<file path="src/rtl/reu_xfer_seq_if.sv">
// Signal bundle between the REU transfer sequencer and its register file, C64 bus and REU RAM.
// The master modport is the sequencer's view of the bundle; the slave modport is the environment's view.
interface reu_xfer_seq_if;
   logic       ExecuteEN;
   logic       FF00DecodeEN;
   logic       FF00Write;
   logic [1:0] XferType;
   logic       Length1;
   logic       BA;
   logic       nDMA;
   logic       C64RD;
   logic       C64WR;
   logic [7:0] C64DIn;
   logic [7:0] C64DOut;
   logic       RAMRD;
   logic       RAMWR;
   logic [7:0] RAMDIn;
   logic [7:0] RAMDOut;
   logic       NextCA;
   logic       NextREUA;
   logic       VerifyErr;
   logic       XferDone;

   modport master (
      input  ExecuteEN, FF00DecodeEN, FF00Write, XferType, Length1, BA, C64DIn, RAMDIn,
      output nDMA, C64RD, C64WR, C64DOut, RAMRD, RAMWR, RAMDOut,
             NextCA, NextREUA, VerifyErr, XferDone
   );

   modport slave (
      output ExecuteEN, FF00DecodeEN, FF00Write, XferType, Length1, BA, C64DIn, RAMDIn,
      input  nDMA, C64RD, C64WR, C64DOut, RAMRD, RAMWR, RAMDOut,
             NextCA, NextREUA, VerifyErr, XferDone
   );
endinterface

</file>
<file path="src/rtl/reu_xfer_seq.sv">
// REU DMA transfer sequencer: owns the C64 bus from request until XferDone and moves bytes
// between C64 memory and REU RAM. Swap transfers exist only when REU_SWAP_EN is defined.
module reu_xfer_seq #(
   parameter int BA_SETTLE = 3
) (
   input  logic           PHI2,
   input  logic           nReset,
   reu_xfer_seq_if.master xfer_io
);

   localparam int            CW          = (BA_SETTLE < 2) ? 1 : $clog2(BA_SETTLE + 1);
   localparam logic [CW-1:0] SETTLE_LAST = CW'(BA_SETTLE - 1);

   typedef enum logic [3:0] {
      IDLE,
      ARM,
      REQ,
      S_RD,
      S_WR,
      F_RD,
      F_WR,
`ifdef REU_SWAP_EN
      W_RC,
      W_RR,
      W_WC,
      W_WR,
`endif
      V_RD,
      V_CMP,
      DONE
   } state_e;

   state_e        state_q, state_d, first_beat;
   logic [CW-1:0] cnt_q, cnt_d;
   logic [7:0]    lat_a_q, lat_a_d;
   logic [7:0]    lat_b_q, lat_b_d;
   logic          armed_q, armed_d;

   logic          dma, c64_rd, c64_wr, ram_rd, ram_wr, step, verify_err, xfer_done;
   logic [7:0]    c64_dout, ram_dout;

   // NOTE: state flops use non-blocking assignments so every flop samples pre-edge values.
   always_ff @(posedge PHI2 or negedge nReset) begin
      if (!nReset) begin
         state_q <= IDLE;
         cnt_q   <= '0;
         lat_a_q <= 8'h00;
         lat_b_q <= 8'h00;
         armed_q <= 1'b1;
      end else begin
         state_q <= state_d;
         cnt_q   <= cnt_d;
         lat_a_q <= lat_a_d;
         lat_b_q <= lat_b_d;
         armed_q <= armed_d;
      end
   end

   always_comb begin
      case (xfer_io.XferType)
         2'b00:   first_beat = S_RD;
         2'b01:   first_beat = F_RD;
`ifdef REU_SWAP_EN
         2'b10:   first_beat = W_RC;
`else
         2'b10:   first_beat = DONE;
`endif
         default: first_beat = V_RD;
      endcase
   end

   // A finished transfer must see ExecuteEN low before IDLE accepts a new start.
   always_comb begin
      armed_d = armed_q;
      if (state_q == DONE)
         armed_d = 1'b0;
      else if (!xfer_io.ExecuteEN)
         armed_d = 1'b1;
   end

   // NOTE: every always_comb output gets a default first, so no path can infer a latch.
   always_comb begin
      state_d    = state_q;
      cnt_d      = cnt_q;
      lat_a_d    = lat_a_q;
      lat_b_d    = lat_b_q;
      dma        = 1'b0;
      c64_rd     = 1'b0;
      c64_wr     = 1'b0;
      ram_rd     = 1'b0;
      ram_wr     = 1'b0;
      c64_dout   = 8'h00;
      ram_dout   = 8'h00;
      step       = 1'b0;
      verify_err = 1'b0;
      xfer_done  = 1'b0;

      case (state_q)
         IDLE: begin
            if (armed_q && xfer_io.ExecuteEN)
               state_d = xfer_io.FF00DecodeEN ? ARM : REQ;
         end
         ARM: begin
            if (!xfer_io.ExecuteEN)
               state_d = IDLE;
            else if (xfer_io.FF00Write)
               state_d = REQ;
         end
         REQ: begin
            dma = 1'b1;
            if (!xfer_io.BA) begin
               cnt_d = '0;
            end else if (cnt_q == SETTLE_LAST) begin
               cnt_d   = '0;
               state_d = first_beat;
            end else begin
               cnt_d = cnt_q + 1'b1;
            end
         end
         // Beat states: BA low freezes state and latches and silences the bus.
         S_RD: begin
            dma = 1'b1;
            if (xfer_io.BA) begin
               c64_rd  = 1'b1;
               lat_a_d = xfer_io.C64DIn;
               state_d = S_WR;
            end
         end
         S_WR: begin
            dma = 1'b1;
            if (xfer_io.BA) begin
               ram_wr   = 1'b1;
               ram_dout = lat_a_q;
               step     = 1'b1;
               state_d  = xfer_io.Length1 ? DONE : S_RD;
            end
         end
         F_RD: begin
            dma = 1'b1;
            if (xfer_io.BA) begin
               ram_rd  = 1'b1;
               lat_a_d = xfer_io.RAMDIn;
               state_d = F_WR;
            end
         end
         F_WR: begin
            dma = 1'b1;
            if (xfer_io.BA) begin
               c64_wr   = 1'b1;
               c64_dout = lat_a_q;
               step     = 1'b1;
               state_d  = xfer_io.Length1 ? DONE : F_RD;
            end
         end
`ifdef REU_SWAP_EN
         W_RC: begin
            dma = 1'b1;
            if (xfer_io.BA) begin
               c64_rd  = 1'b1;
               lat_a_d = xfer_io.C64DIn;
               state_d = W_RR;
            end
         end
         W_RR: begin
            dma = 1'b1;
            if (xfer_io.BA) begin
               ram_rd  = 1'b1;
               lat_b_d = xfer_io.RAMDIn;
               state_d = W_WC;
            end
         end
         W_WC: begin
            dma = 1'b1;
            if (xfer_io.BA) begin
               c64_wr   = 1'b1;
               c64_dout = lat_b_q;
               state_d  = W_WR;
            end
         end
         W_WR: begin
            dma = 1'b1;
            if (xfer_io.BA) begin
               ram_wr   = 1'b1;
               ram_dout = lat_a_q;
               step     = 1'b1;
               state_d  = xfer_io.Length1 ? DONE : W_RC;
            end
         end
`endif
         V_RD: begin
            dma = 1'b1;
            if (xfer_io.BA) begin
               c64_rd  = 1'b1;
               ram_rd  = 1'b1;
               lat_a_d = xfer_io.C64DIn;
               lat_b_d = xfer_io.RAMDIn;
               state_d = V_CMP;
            end
         end
         V_CMP: begin
            dma = 1'b1;
            if (xfer_io.BA) begin
               step = 1'b1;
               if (lat_a_q != lat_b_q) begin
                  verify_err = 1'b1;
                  state_d    = DONE;
               end else begin
                  state_d = xfer_io.Length1 ? DONE : V_RD;
               end
            end
         end
         DONE: begin
            xfer_done = 1'b1;
            state_d   = IDLE;
         end
         default: state_d = IDLE;
      endcase
   end

   // The reset term lets the C64 bus go the instant nReset falls.
   assign xfer_io.nDMA      = ~(dma & nReset);
   assign xfer_io.C64RD     = c64_rd;
   assign xfer_io.C64WR     = c64_wr;
   assign xfer_io.C64DOut   = c64_dout;
   assign xfer_io.RAMRD     = ram_rd;
   assign xfer_io.RAMWR     = ram_wr;
   assign xfer_io.RAMDOut   = ram_dout;
   assign xfer_io.NextCA    = step;
   assign xfer_io.NextREUA  = step;
   assign xfer_io.VerifyErr = verify_err;
   assign xfer_io.XferDone  = xfer_done;

endmodule
</file>
<file path="src/flat_wrapper.sv">
// flat-port wrapper written by rule: the top's interface ports become plain ports
module reu_xfer_seq_flat 
#(
   parameter int BA_SETTLE = 3
)
  (PHI2, nReset, xfer_io_ExecuteEN, xfer_io_FF00DecodeEN, xfer_io_FF00Write, xfer_io_XferType, xfer_io_Length1, xfer_io_BA, xfer_io_C64DIn, xfer_io_RAMDIn, xfer_io_nDMA, xfer_io_C64RD, xfer_io_C64WR, xfer_io_C64DOut, xfer_io_RAMRD, xfer_io_RAMWR, xfer_io_RAMDOut, xfer_io_NextCA, xfer_io_NextREUA, xfer_io_VerifyErr, xfer_io_XferDone);
  reu_xfer_seq_if xfer_io_i ();
  input  logic PHI2;
  input  logic nReset;
  input wire logic [$bits(xfer_io_i.ExecuteEN)-1:0] xfer_io_ExecuteEN;
  input wire logic [$bits(xfer_io_i.FF00DecodeEN)-1:0] xfer_io_FF00DecodeEN;
  input wire logic [$bits(xfer_io_i.FF00Write)-1:0] xfer_io_FF00Write;
  input wire logic [$bits(xfer_io_i.XferType)-1:0] xfer_io_XferType;
  input wire logic [$bits(xfer_io_i.Length1)-1:0] xfer_io_Length1;
  input wire logic [$bits(xfer_io_i.BA)-1:0] xfer_io_BA;
  input wire logic [$bits(xfer_io_i.C64DIn)-1:0] xfer_io_C64DIn;
  input wire logic [$bits(xfer_io_i.RAMDIn)-1:0] xfer_io_RAMDIn;
  output wire logic [$bits(xfer_io_i.nDMA)-1:0] xfer_io_nDMA;
  output wire logic [$bits(xfer_io_i.C64RD)-1:0] xfer_io_C64RD;
  output wire logic [$bits(xfer_io_i.C64WR)-1:0] xfer_io_C64WR;
  output wire logic [$bits(xfer_io_i.C64DOut)-1:0] xfer_io_C64DOut;
  output wire logic [$bits(xfer_io_i.RAMRD)-1:0] xfer_io_RAMRD;
  output wire logic [$bits(xfer_io_i.RAMWR)-1:0] xfer_io_RAMWR;
  output wire logic [$bits(xfer_io_i.RAMDOut)-1:0] xfer_io_RAMDOut;
  output wire logic [$bits(xfer_io_i.NextCA)-1:0] xfer_io_NextCA;
  output wire logic [$bits(xfer_io_i.NextREUA)-1:0] xfer_io_NextREUA;
  output wire logic [$bits(xfer_io_i.VerifyErr)-1:0] xfer_io_VerifyErr;
  output wire logic [$bits(xfer_io_i.XferDone)-1:0] xfer_io_XferDone;
  assign xfer_io_i.ExecuteEN = xfer_io_ExecuteEN;
  assign xfer_io_i.FF00DecodeEN = xfer_io_FF00DecodeEN;
  assign xfer_io_i.FF00Write = xfer_io_FF00Write;
  assign xfer_io_i.XferType = xfer_io_XferType;
  assign xfer_io_i.Length1 = xfer_io_Length1;
  assign xfer_io_i.BA = xfer_io_BA;
  assign xfer_io_i.C64DIn = xfer_io_C64DIn;
  assign xfer_io_i.RAMDIn = xfer_io_RAMDIn;
  assign xfer_io_nDMA = xfer_io_i.nDMA;
  assign xfer_io_C64RD = xfer_io_i.C64RD;
  assign xfer_io_C64WR = xfer_io_i.C64WR;
  assign xfer_io_C64DOut = xfer_io_i.C64DOut;
  assign xfer_io_RAMRD = xfer_io_i.RAMRD;
  assign xfer_io_RAMWR = xfer_io_i.RAMWR;
  assign xfer_io_RAMDOut = xfer_io_i.RAMDOut;
  assign xfer_io_NextCA = xfer_io_i.NextCA;
  assign xfer_io_NextREUA = xfer_io_i.NextREUA;
  assign xfer_io_VerifyErr = xfer_io_i.VerifyErr;
  assign xfer_io_XferDone = xfer_io_i.XferDone;
  reu_xfer_seq #(.BA_SETTLE(BA_SETTLE)) u_core (.PHI2(PHI2), .nReset(nReset), .xfer_io(xfer_io_i));
endmodule
</file>
<file path="config.mk">
export PLATFORM = sky130hd
export DESIGN_NAME = reu_xfer_seq_flat
export DESIGN_NICKNAME = d
export VERILOG_FILES = /design/src/rtl/reu_xfer_seq_if.sv /design/src/rtl/reu_xfer_seq.sv /design/src/flat_wrapper.sv
export SDC_FILE = /design/constraint.sdc
export NUM_CORES = 1
export LEC_CHECK = 0
export BUFFER_PORTS_ARGS = -buffer_cell sky130_fd_sc_hd__buf_4
export CAP_MARGIN = 0
export CORE_MARGIN = 3
export CORE_UTILIZATION = 45
export DETAILED_ROUTE_END_ITERATION = 10
export PLACE_DENSITY_LB_ADDON = 0.25
export SETUP_SLACK_MARGIN = 0.3
export SLEW_MARGIN = 0
export SYNTH_ARGS = -nofsm -noshare
export SYNTH_HDL_FRONTEND = slang
export SYNTH_SLANG_ARGS = --single-unit
</file>
<file path="constraint.sdc">
create_clock -name PHI2 -period 1.7 [get_ports PHI2]
set_input_delay 0.085 -clock PHI2 [delete_from_list [all_inputs] [get_ports PHI2]]
set_output_delay 0.085 -clock PHI2 [all_outputs]
set_load 0.01 [all_outputs]
</file>
### Word level (Yosys, flattened, before mapping)

Index checks and enable logic that the tools add are counted.

* $add $sub $neg: 1
* equal/unequal tests: 25
* mux-type cells: 39
* bitwise gates (word level): 2
* reductions and logical operators: 11

Operator list (number)
* $mux W4: 15
* $mux W8: 5
* $pmux W4 S9: 1
* $eq A4 B3 Y1 const B: 4
* $pmux W8 S2: 1
* $ne A2 B2 Y1 const B: 7
* $mux W1: 13
* $pmux W4 S3: 1
* $reduce_and A10 Y1: 1
* $eq A4 B2 Y1 const B: 2
* $eq A4 B4 Y1 const B: 2
* $ne A2 B1 Y1 const B: 4
* $ne A8 B8 Y1: 1
* $reduce_or A7 Y1: 1
* $mux W2: 3
* $eq A2 B2 Y1 const B: 2
* $eq A4 B1 Y1 const B: 1
* $logic_not A4 Y1: 1
* $reduce_or A2 Y1: 2
* $ne A3 B3 Y1 const B: 1
* $reduce_and A3 Y1: 1
* $reduce_or A3 Y1: 1
* $add A2 B1 Y2 const B: 1
* $eq A2 B1 Y1 const B: 1
* 6 further kinds: 6

* bits in registers: 23
* input bits: 25
* output and inout port bits: 25
* word-level logic and storage cells: 83

### Longest topological paths before layout

Gate-level depths: netlist of the first run.

* depth in word-level cells: 5
* depth in mapped cells: 7

### Worst setup path after synthesis of the first run

OpenSTA, ideal clock, no wires.

* path kind: register to register
* start point: reg u_core.state_q[0]
* end point: reg u_core.state_q[1]
* library setup time: 0.066 ns
* arrival: 1.712 ns
* path slack: -0.078 ns
* cell stages (with the launch flop): 6
* buffers on the path: 1
* cell sequence: dfrtp_1 -> buf_6 -> or4b_4 -> or4_4 -> o311ai_1 -> mux2_1

* longest elaborated chain between the ends: 3
* elaborated cells on any way between the ends: 21

RTL lines
* from (decl): RTL line reu_xfer_seq.sv:33 `state_e state_q, state_d, first_beat;`
* from (signal assigned): RTL line reu_xfer_seq.sv:51 `state_q <= state_d;`
* $eq A4 B1 Y1 (tied with other cells): RTL line reu_xfer_seq.sv:98 `case (state_q)`
* $ne A3 B3 Y1 (no line) (tied with other cells)
* $reduce_and A10 Y1 (no line)

Several ways; a longest one is shown, not always the timed one.
A chain may end at the register's enable or synchronous reset.

### Worst setup path in the final report of the first run

* start point: reg u_core.state_q[1]
* end point: reg u_core.state_q[1]

The elaborated chain is that of the path after synthesis.

==> results.ini, run 1 <==
[worst_setup_path]
critical_path.cell_chain=or4b_4 > or4_4 > o311ai_2 > mux2_4
regToRegEndpoint=u_core.state_q[1]
reg2regPathDepth=4
worstPathArrival_ns=2.11
ff2ff_setup_slack_ns=-0.15
crit_required_ns=1.96
slowest_delay_ns=0.55
criticalPathCategory=reg2reg
cp_max_fo=2
rr_startpoint=u_core.state_q[1]
crit_slowest_cell=or4b_4
start_kind=flop
worstPathBufferInverterCount=0
cp_top_family=simple AND/OR/NAND/NOR gates
endpoint_kind=flop

[yosys]
synth_top_area_share_pct=36.9
yosys.area.top_type=dfrtp_1
synthArstFlopShare_pct=100
syn_area_per_cell_um2=9.21
yosys-top-cells-area=dfrtp_1, mux2_2, and2_1
synth-seq-cells=23
synth_commonest_cells=dfrtp_1, and2_1, nand2_1, o21ai_0, mux2_2
synth_most_common_cell=dfrtp_1
synth_warnings=0
syn-instance-count=162
yosysSeqAreaShare_pct=38.7
synthDistinctLibCells=36
synth_edf_count=0
synth_fp_nets=190
synth-main-ff-cell=dfrtp_1
synth_area_um2=1490

[timing]
rsz0062_at_grt=yes
worstMarginPinSlew_ns=0.360
slew_headroom_pct=75.9
fmax_mhz=542
drv_slew=0
period_needed_ns=1.85
final.setup.worst_slack_ns=-0.145
fin_crit_sh_pct=109
fin_skew_ns=0.00367
hold_viol_final=0
hold_ws_ns=0.0182
finalSetupViolations=22

[floorplan]
die_h_um=63.6
die-area_um2=4040
rows=20
floorplan.initialDensity_pct=48.1
core_um2=3100
die_w_um=63.6
io_pins=50

[run_status]
status=finished, violations left
violations=setup timing

[cts]
clkTransAtPathRegs_ns=0.14
cts_buffer_depth=2
cts_tree=done
htree_num_levels=1
cts.sinks=23
clock-root-buffer=clkbuf_4
numCtsBuffers=3
clock_latency_ns=0.31

[layout]
num_antenna_cells=0
nFillCells=221
layout-drive-gt1-share_pct=49.4
multiInputGateArea_um2=1010
syn2layout_area_growth_pct=61.2
regArea_um2=578
nets=268

[detailed_routing]
drtIter0Drc=68
postRouteAntennaNets=0
firstDrtPassIters=4
vias=1495
routed_via_density=5.28
wire_per_inst_um=16.1
wl_um=4550
drc=0

[placement]
dp_hpwl_um=2890
io_buffers=49
routabilityCongestion=0.850

[global_route]
grt_overflow_total=0
grt_pass1_wl_um=6640
grt_usage_pct=20.5
grt_antenna_before_repair=0
grt_max_degree=25
grt_pass1_vias=1418

[power]
total_power_mw=3.39
leakage_nw=1.17
peakVddDrop_uv=753
power_density_nw_per_um2=1410

[worst_hold_path]
hold-path-endpoint=u_core.lat_b_q[4]
worstHoldStart=xfer_io_RAMDIn[4]
whs_path_depth=2
hp-class=in2reg

[job]
drv_cap=0

-- layer usage --
metal,global-route usage [%],wire [um],vias to the layer above
met5,0,0,-
met4,6.20,67,0
met3,3.92,202,8
met2,37.3,2490,50
met1,24.2,1790,722
li1,-,-,715
-- how the worst max path moves through the flow --
stage / from / end / cells past startpoint / slack [ns]
floorplan: u_core.state_q[0] / u_core.state_q[1] / 5 / -0.07
global placement: u_core.state_q[2] / u_core.state_q[1] / 4 / -0.02
detailed placement: u_core.state_q[2] / u_core.state_q[1] / 4 / -0.11
CTS: u_core.state_q[1] / u_core.state_q[1] / 4 / -0.13
global route: u_core.state_q[2] / xfer_io_RAMDOut[6] / 7 / -0.20
finish: u_core.state_q[1] / u_core.state_q[1] / 4 / -0.15
-- power by group --
part	internal, mW	switching [mW]
logic	1.11	0.989
clock network	0.0878	0.176
registers	0.797	0.230
-- metrics by stage --
| step | setup TNS [ns] | cell area, um2 | setup WS [ns] | util (%) | cells |
|---|---|---|---|---|---|
| after global placement | -0.0338 | 2020 | -0.0200 | 65.1 | 263 |
| after detailed placement | -0.180 | 2020 | -0.110 | 65.1 | 263 |
| after floorplan | -0.126 | 1530 | -0.0669 | - | 162 |
| final | -1.77 | 2400 | -0.145 | 77.5 | 283 |
| after CTS | -1.24 | 2180 | -0.125 | 70.3 | 272 |
| after global routing | -3.48 | 2400 | -0.197 | 77.5 | 283 |
-- layout by cell type (no fill, tap or decap), drive strengths merged --
cell type | netlist | layout
buf | 5 | 72
dfrtp | 22 | 22
and2 | 16 | 16
nand2 | 15 | 15
o21ai | 14 | 14
mux2 | 12 | 12
nor2 | 10 | 10
mux2i | 9 | 9
xnor2 | 8 | 8
dlygate4sd3 | 0 | 8
inv | 7 | 7
nand3 | 6 | 6
nor3 | 5 | 5
nor2b | 5 | 5
a21oi | 4 | 4
ha | 3 | 3
clkbuf | 2 | 3
nand4 | 2 | 2
nor3b | 2 | 2
nor4 | 2 | 2
or4 | 2 | 2
nand2b | 1 | 1
and3 | 1 | 1
a21o | 1 | 1
o211ai | 1 | 1
nand4b | 1 | 1
a32oi | 1 | 1
or4b | 1 | 1
a211oi | 1 | 1
a21boi | 1 | 1
o311ai | 1 | 1
clkinv | 0 | 1
dfstp | 1 | 1
-- state kept, by name, summed over array words and instances (netlist names) --
register and cells:
u_core.state_q 4, u_core.cnt_q 2, u_core.armed_q 1, u_core.lat_b_q 8
u_core.lat_a_q 8
-- layout make-up --
| cell class | instances | share of cell area (%) |
|---|---|---|
| Clock buffer | 3 | 0.937 |
| Clock inverter | 1 | 0.208 |
| Inverter | 7 | 1.20 |
| Multi-Input combinational cell | 125 | 41.9 |
| Sequential cell | 23 | 24.0 |
| Tap cell | 44 | 2.29 |
| Timing Repair Buffer | 80 | 29.4 |
-- kinds of logic (layout without fill, tap and decap cells) --
family,Yosys count,count (layout),share of synthesized area [%]
xor+xnor,8,8,4.70
compound gates,24,24,9.23
fa+ha+maj,3,3,2.52
mux,21,21,15.1
flops,23,23,38.7
buf+inv,14,91,4.53
simple gates,69,69,25.3
-- repair_timing --
action | in CTS | in global routing
hold buffers | 2 | 6
endpoints found under the hold margin | 24 | 6
gates cloned | 0 | 1
buffers inserted | 3 | 4
pin swaps | 5 | 3
gates resized for setup | 23 | 38
endpoints found under the setup margin | 46 | 47
No activity file was read; power rests on OpenSTA's default activity.
==> inputs of run 2 (changes only) <==
Settings changed: CELL_PAD_IN_SITES_DETAIL_PLACEMENT set to 0, CELL_PAD_IN_SITES_GLOBAL_PLACEMENT set to 1, CORE_UTILIZATION 45 to 33, PLACE_DENSITY_LB_ADDON 0.25 to 0.1.
==> results.ini, run 2 (synthesis results as in run 1) <==
[worst_setup_path]
regToRegEndpoint=u_core.state_q[2]
worstPathBufferInverterCount=0
slowest_delay_ns=0.55
crit_required_ns=1.92
worstPathArrival_ns=2.03
cp_top_family=simple AND/OR/NAND/NOR gates
cp_max_fo=2
worst-path-stages=4
ff2ff_setup_slack_ns=-0.11
reg2regPathDepth=4
endpoint_kind=flop
critical_path.cell_chain=or4b_4 > or4_4 > nand3_1 > mux2_2
crit_start=u_core.state_q[2]
rr_startpoint=u_core.state_q[2]
start_kind=flop
crit_slowest_cell=or4b_4
endpoint=u_core.state_q[2]
criticalPathCategory=reg2reg

[layout]
num_antenna_cells=0
reg.largest.list=u_core.lat_a_q (8), u_core.lat_b_q (8), u_core.state_q (4)
nets=275
regArea_um2=578
final_common_cell=buf_4
multiInputGateArea_um2=1110
syn2layout_area_growth_pct=75.9
fin_area_um2=2620
final_cell_mix=buf_4, buf_6, dfrtp_1, and2_4, mux2i_1
layout-drive-gt1-share_pct=59.8
nFillCells=339
layoutNonFillerInstCount=296

[floorplan]
rows=23
core_um2=4170
die_w_um=73.2
die_h_um=73.2
io_pins=50
floorplan.initialDensity_pct=35.7
die-area_um2=5360

[placement]
dp_hpwl_um=3050
dpl.cell_count=266
place_area_um2=2010
routabilityCongestion=0.903
io_buffers=49
dp_slack_ns=-0.0708

[power]
power_density_nw_per_um2=1500
peakVddDrop_uv=586
leakage_nw=1.26

[cts]
cts_tree=done
clock_latency_ns=0.27
htree_num_levels=1
cts_buffer_depth=2
numCtsBuffers=3
clkTransAtPathRegs_ns=0.09
cts.sinks=23
clock-root-buffer=clkbuf_8

[timing]
fin_tns_setup_ns=-0.862
fin_crit_sh_pct=107
fmax_mhz=552
hold_viol_final=0
drv_slew=0
period_needed_ns=1.81
rsz0062_at_grt=yes
final.setup.worst_slack_ns=-0.111
slew_headroom_pct=74.0
finalSetupViolations=24
worstMarginPinSlew_ns=0.386
hold_ws_ns=0.0455
fin_skew_ns=0.00469

[global_route]
grt_antenna_before_repair=0
grt_overflow_total=0
grt_pass1_vias=1580
grt_usage_pct=19.5
grt_pass1_wl_um=7940
grt_max_degree=25

[detailed_routing]
drtIter0Drc=63
postRouteAntennaNets=0
vias=1529
wl_um=5080
drc=0
routed_via_density=5.17
wire_per_inst_um=17.2
firstDrtPassIters=4

[run_status]
violations=setup timing
status=finished, violations left

[worst_hold_path]
whs_path_depth=2
hp-class=in2reg

[job]
drv_cap=0

==> run 2: cell count changes in the layout (fill, tap and decap cells not counted), sizes merged <==
cell / delta
clkinv: -1
dlygate4sd3: -6
a21o: +1
buf: +12
clkinvlp: +1
==> run 2: power breakdown <==
group / leakage [nW] / internal, mW / switching (mW)
logic: 0.950 / 1.37 / 1.16
clock network: 0.0217 / 0.166 / 0.195
registers: 0.288 / 0.799 / 0.240
==> run 2: layout make-up <==
class / instances / share of cell area, %
multi-input cells: 126 / 42.3
repair buffers: 86 / 30.4
flip-flops and latches: 23 / 22.0
well taps: 50 / 2.38
clock buffers: 3 / 1.57
inverters: 7 / 1.10
clock inverters: 1 / 0.286
==> run 2: timing repair <==
item                       in CTS  in global routing
setup endpoints to repair      47                 47
setup buffers                  15                  7
hold buffers                    2                  0
hold endpoints to repair       24                  0
gates resized for setup        70                 30
pin swaps                      14                 12
cloned                          2                  0
==> run 2: how the worst min path moves through the flow <==
| stage | startpoint | endpoint | slack (ns) |
|---|---|---|---|
| 2_1_floorplan | nReset | u_core.cnt_q[0] | -0.21 |
| 3_3_place_gp | nReset | u_core.lat_a_q[6] | 0.004 |
| 3_5_place_dp | nReset | u_core.lat_b_q[6] | 0.005 |
| 4_1_cts | xfer_io_RAMDIn[6] | u_core.lat_b_q[6] | 0.04 |
| 5_1_grt | xfer_io_RAMDIn[6] | u_core.lat_b_q[6] | 0.05 |
| 6_report | xfer_io_RAMDIn[0] | u_core.lat_b_q[0] | 0.05 |
==> run 2: layer usage <==
metal / GRT usage [%] / up-vias / wire length (um)
met3: 2.75 / 7 / 271
met5: 0 / - / 0
met4: 6.15 / 0 / 74
li1: - / 728 / -
met2: 31.7 / 47 / 2550
met1: 26.7 / 747 / 2180
==> run 2: stage by stage <==
| stage | util [%] | power (mW) |
|---|---|---|
| detailed placement | 48.1 | 2.63 |
| floorplan | - | 2.09 |
| CTS | 58.9 | 3.59 |
| global route | 62.9 | 4.18 |
| global placement | 48.1 | 2.57 |
| finish | 62.9 | 3.93 |
==> inputs of run 3 (changes only) <==
Settings changed: CORE_UTILIZATION 33 to 34, CTS_BUF_LIST set to sky130_fd_sc_hd__clkbuf_4, GPL_ROUTABILITY_DRIVEN set to 0.
==> results.ini, run 3 (synthesis results as in run 1) <==
[floorplan]
die_h_um=72.2
floorplan.initialDensity_pct=36.2
rows=23
die-area_um2=5220
io_pins=50
core_um2=4120
die_w_um=72.2

[detailed_routing]
postRouteAntennaNets=0
vias=1533
drtIter0Drc=95
wl_um=4920
wire_per_inst_um=16.2
drc=0
routed_via_density=5.04
firstDrtPassIters=4

[worst_setup_path]
endpoint_kind=flop
worstPathArrival_ns=2.12
critical_path.cell_chain=or4b_4 > or4_4 > o311ai_4 > mux2_4
regToRegEndpoint=u_core.state_q[1]
cp_max_fo=2
slowest_delay_ns=0.56
crit_required_ns=1.97
criticalPathCategory=reg2reg
crit_slowest_cell=or4b_4
reg2regPathDepth=4
rr_startpoint=u_core.state_q[0]
ff2ff_setup_slack_ns=-0.16
start_kind=flop

[cts]
htree_num_levels=1
cts.sinks=23
cts_buffer_depth=2
numCtsBuffers=3
cts_tree=done
clock_latency_ns=0.31
clock-root-buffer=clkbuf_4
clkTransAtPathRegs_ns=0.14

[layout]
final_common_cell=buf_4
syn2layout_area_growth_pct=81.0
nets=283
layoutNonFillerInstCount=304
final_cell_mix=buf_4, buf_6, dfrtp_1, and2_4, nand2_1
reg.largest.list=u_core.lat_a_q (8), u_core.lat_b_q (8), u_core.state_q (4)
final_util_pct=65.6
layout-drive-gt1-share_pct=57.5
num_antenna_cells=0
nFillCells=331

[placement]
dp_slack_ns=-0.0805
dpl.cell_count=270
dp_hpwl_um=3200
io_buffers=49

[timing]
finalSetupViolations=21
fin_crit_sh_pct=109
slew_headroom_pct=69.2
drv_slew=0
final.setup.worst_slack_ns=-0.157
period_needed_ns=1.86
fin_tns_setup_ns=-1.43
worstMarginPinSlew_ns=0.459
fin_skew_ns=0.00684
hold_viol_final=0
rsz0062_at_grt=yes
fmax_mhz=539

[worst_hold_path]
hp-class=in2reg
hold-path-endpoint=u_core.lat_a_q[2]
whs_path_depth=3
worstHoldStart=xfer_io_C64DIn[2]

[run_status]
status=finished, violations left
violations=setup timing

[power]
power_density_nw_per_um2=1420
peakVddDrop_uv=628
total_power_mw=3.85
leakage_nw=1.30

[job]
drv_cap=0

[global_route]
grt_pass1_wl_um=7400
grt_pass1_vias=1454
grt_antenna_before_repair=0
grt_max_degree=25
grt_usage_pct=18.0
grt_overflow_total=0

run 3: worst max-delay path, delay by kind of cell, from the launching register on:
| kind | cells | cell delay [ns] |
|---|---|---|
| muxes | 1 | 0.19 |
| AOI/OAI and AO/OA | 1 | 0.08 |
| DFF | 1 | 0.42 |
| and+or+nand+nor | 2 | 1.12 |
run 3: cell type report:
| class | count | area (um2) | area share (%) |
|---|---|---|---|
| Multi-Input combinational cell | 126 | 1120 | 41.4 |
| Timing Repair Buffer | 94 | 883 | 32.7 |
| Sequential cell | 23 | 578 | 21.4 |
| Tap cell | 50 | 62.6 | 2.32 |
| Clock buffer | 4 | 30.0 | 1.11 |
| Inverter | 7 | 28.8 | 1.07 |
run 3: worst max path at each step:
stage,start,endpoint,slack (ns),cells past startpoint
5_1_grt,u_core.state_q[3],xfer_io_RAMDOut[6],-0.20,7
2_1_floorplan,u_core.state_q[0],u_core.state_q[1],-0.07,5
4_1_cts,u_core.state_q[0],u_core.state_q[1],-0.11,4
6_report,u_core.state_q[0],u_core.state_q[1],-0.16,4
3_3_place_gp,u_core.state_q[2],u_core.state_q[1],-0.03,4
3_5_place_dp,u_core.state_q[3],u_core.state_q[1],-0.08,4
run 3: layer usage:
layer  routed length (um)  global-route usage (%)
met5                    0                       0
met3                  224                    2.49
met2                 2550                    30.7
met1                 2120                    24.6
met4                   21                    3.13
run 3: per-stage QoR:
step	hold WS [ns]	instance area [um2]
2_1_floorplan	-0.211	1530
3_3_place_gp	0.00376	2050
3_5_place_dp	0.00794	2050
4_1_cts	0.00546	2330
5_1_grt	0.0432	2700
6_report	0.0468	2700
run 3: power breakdown:
group | internal [mW] | switching (mW)
combinational | 1.39 | 1.13
clock | 0.107 | 0.171
sequential | 0.797 | 0.243
total | 2.30 | 1.55
run 3: repair_timing:
item | in CTS | in global routing
hold buffers | 7 | 3
gates cloned | 1 | 1
endpoints found under the setup margin | 46 | 47
gates resized for setup | 31 | 72
pin swaps | 5 | 4
endpoints found under the hold margin | 29 | 3
setup buffers | 8 | 10
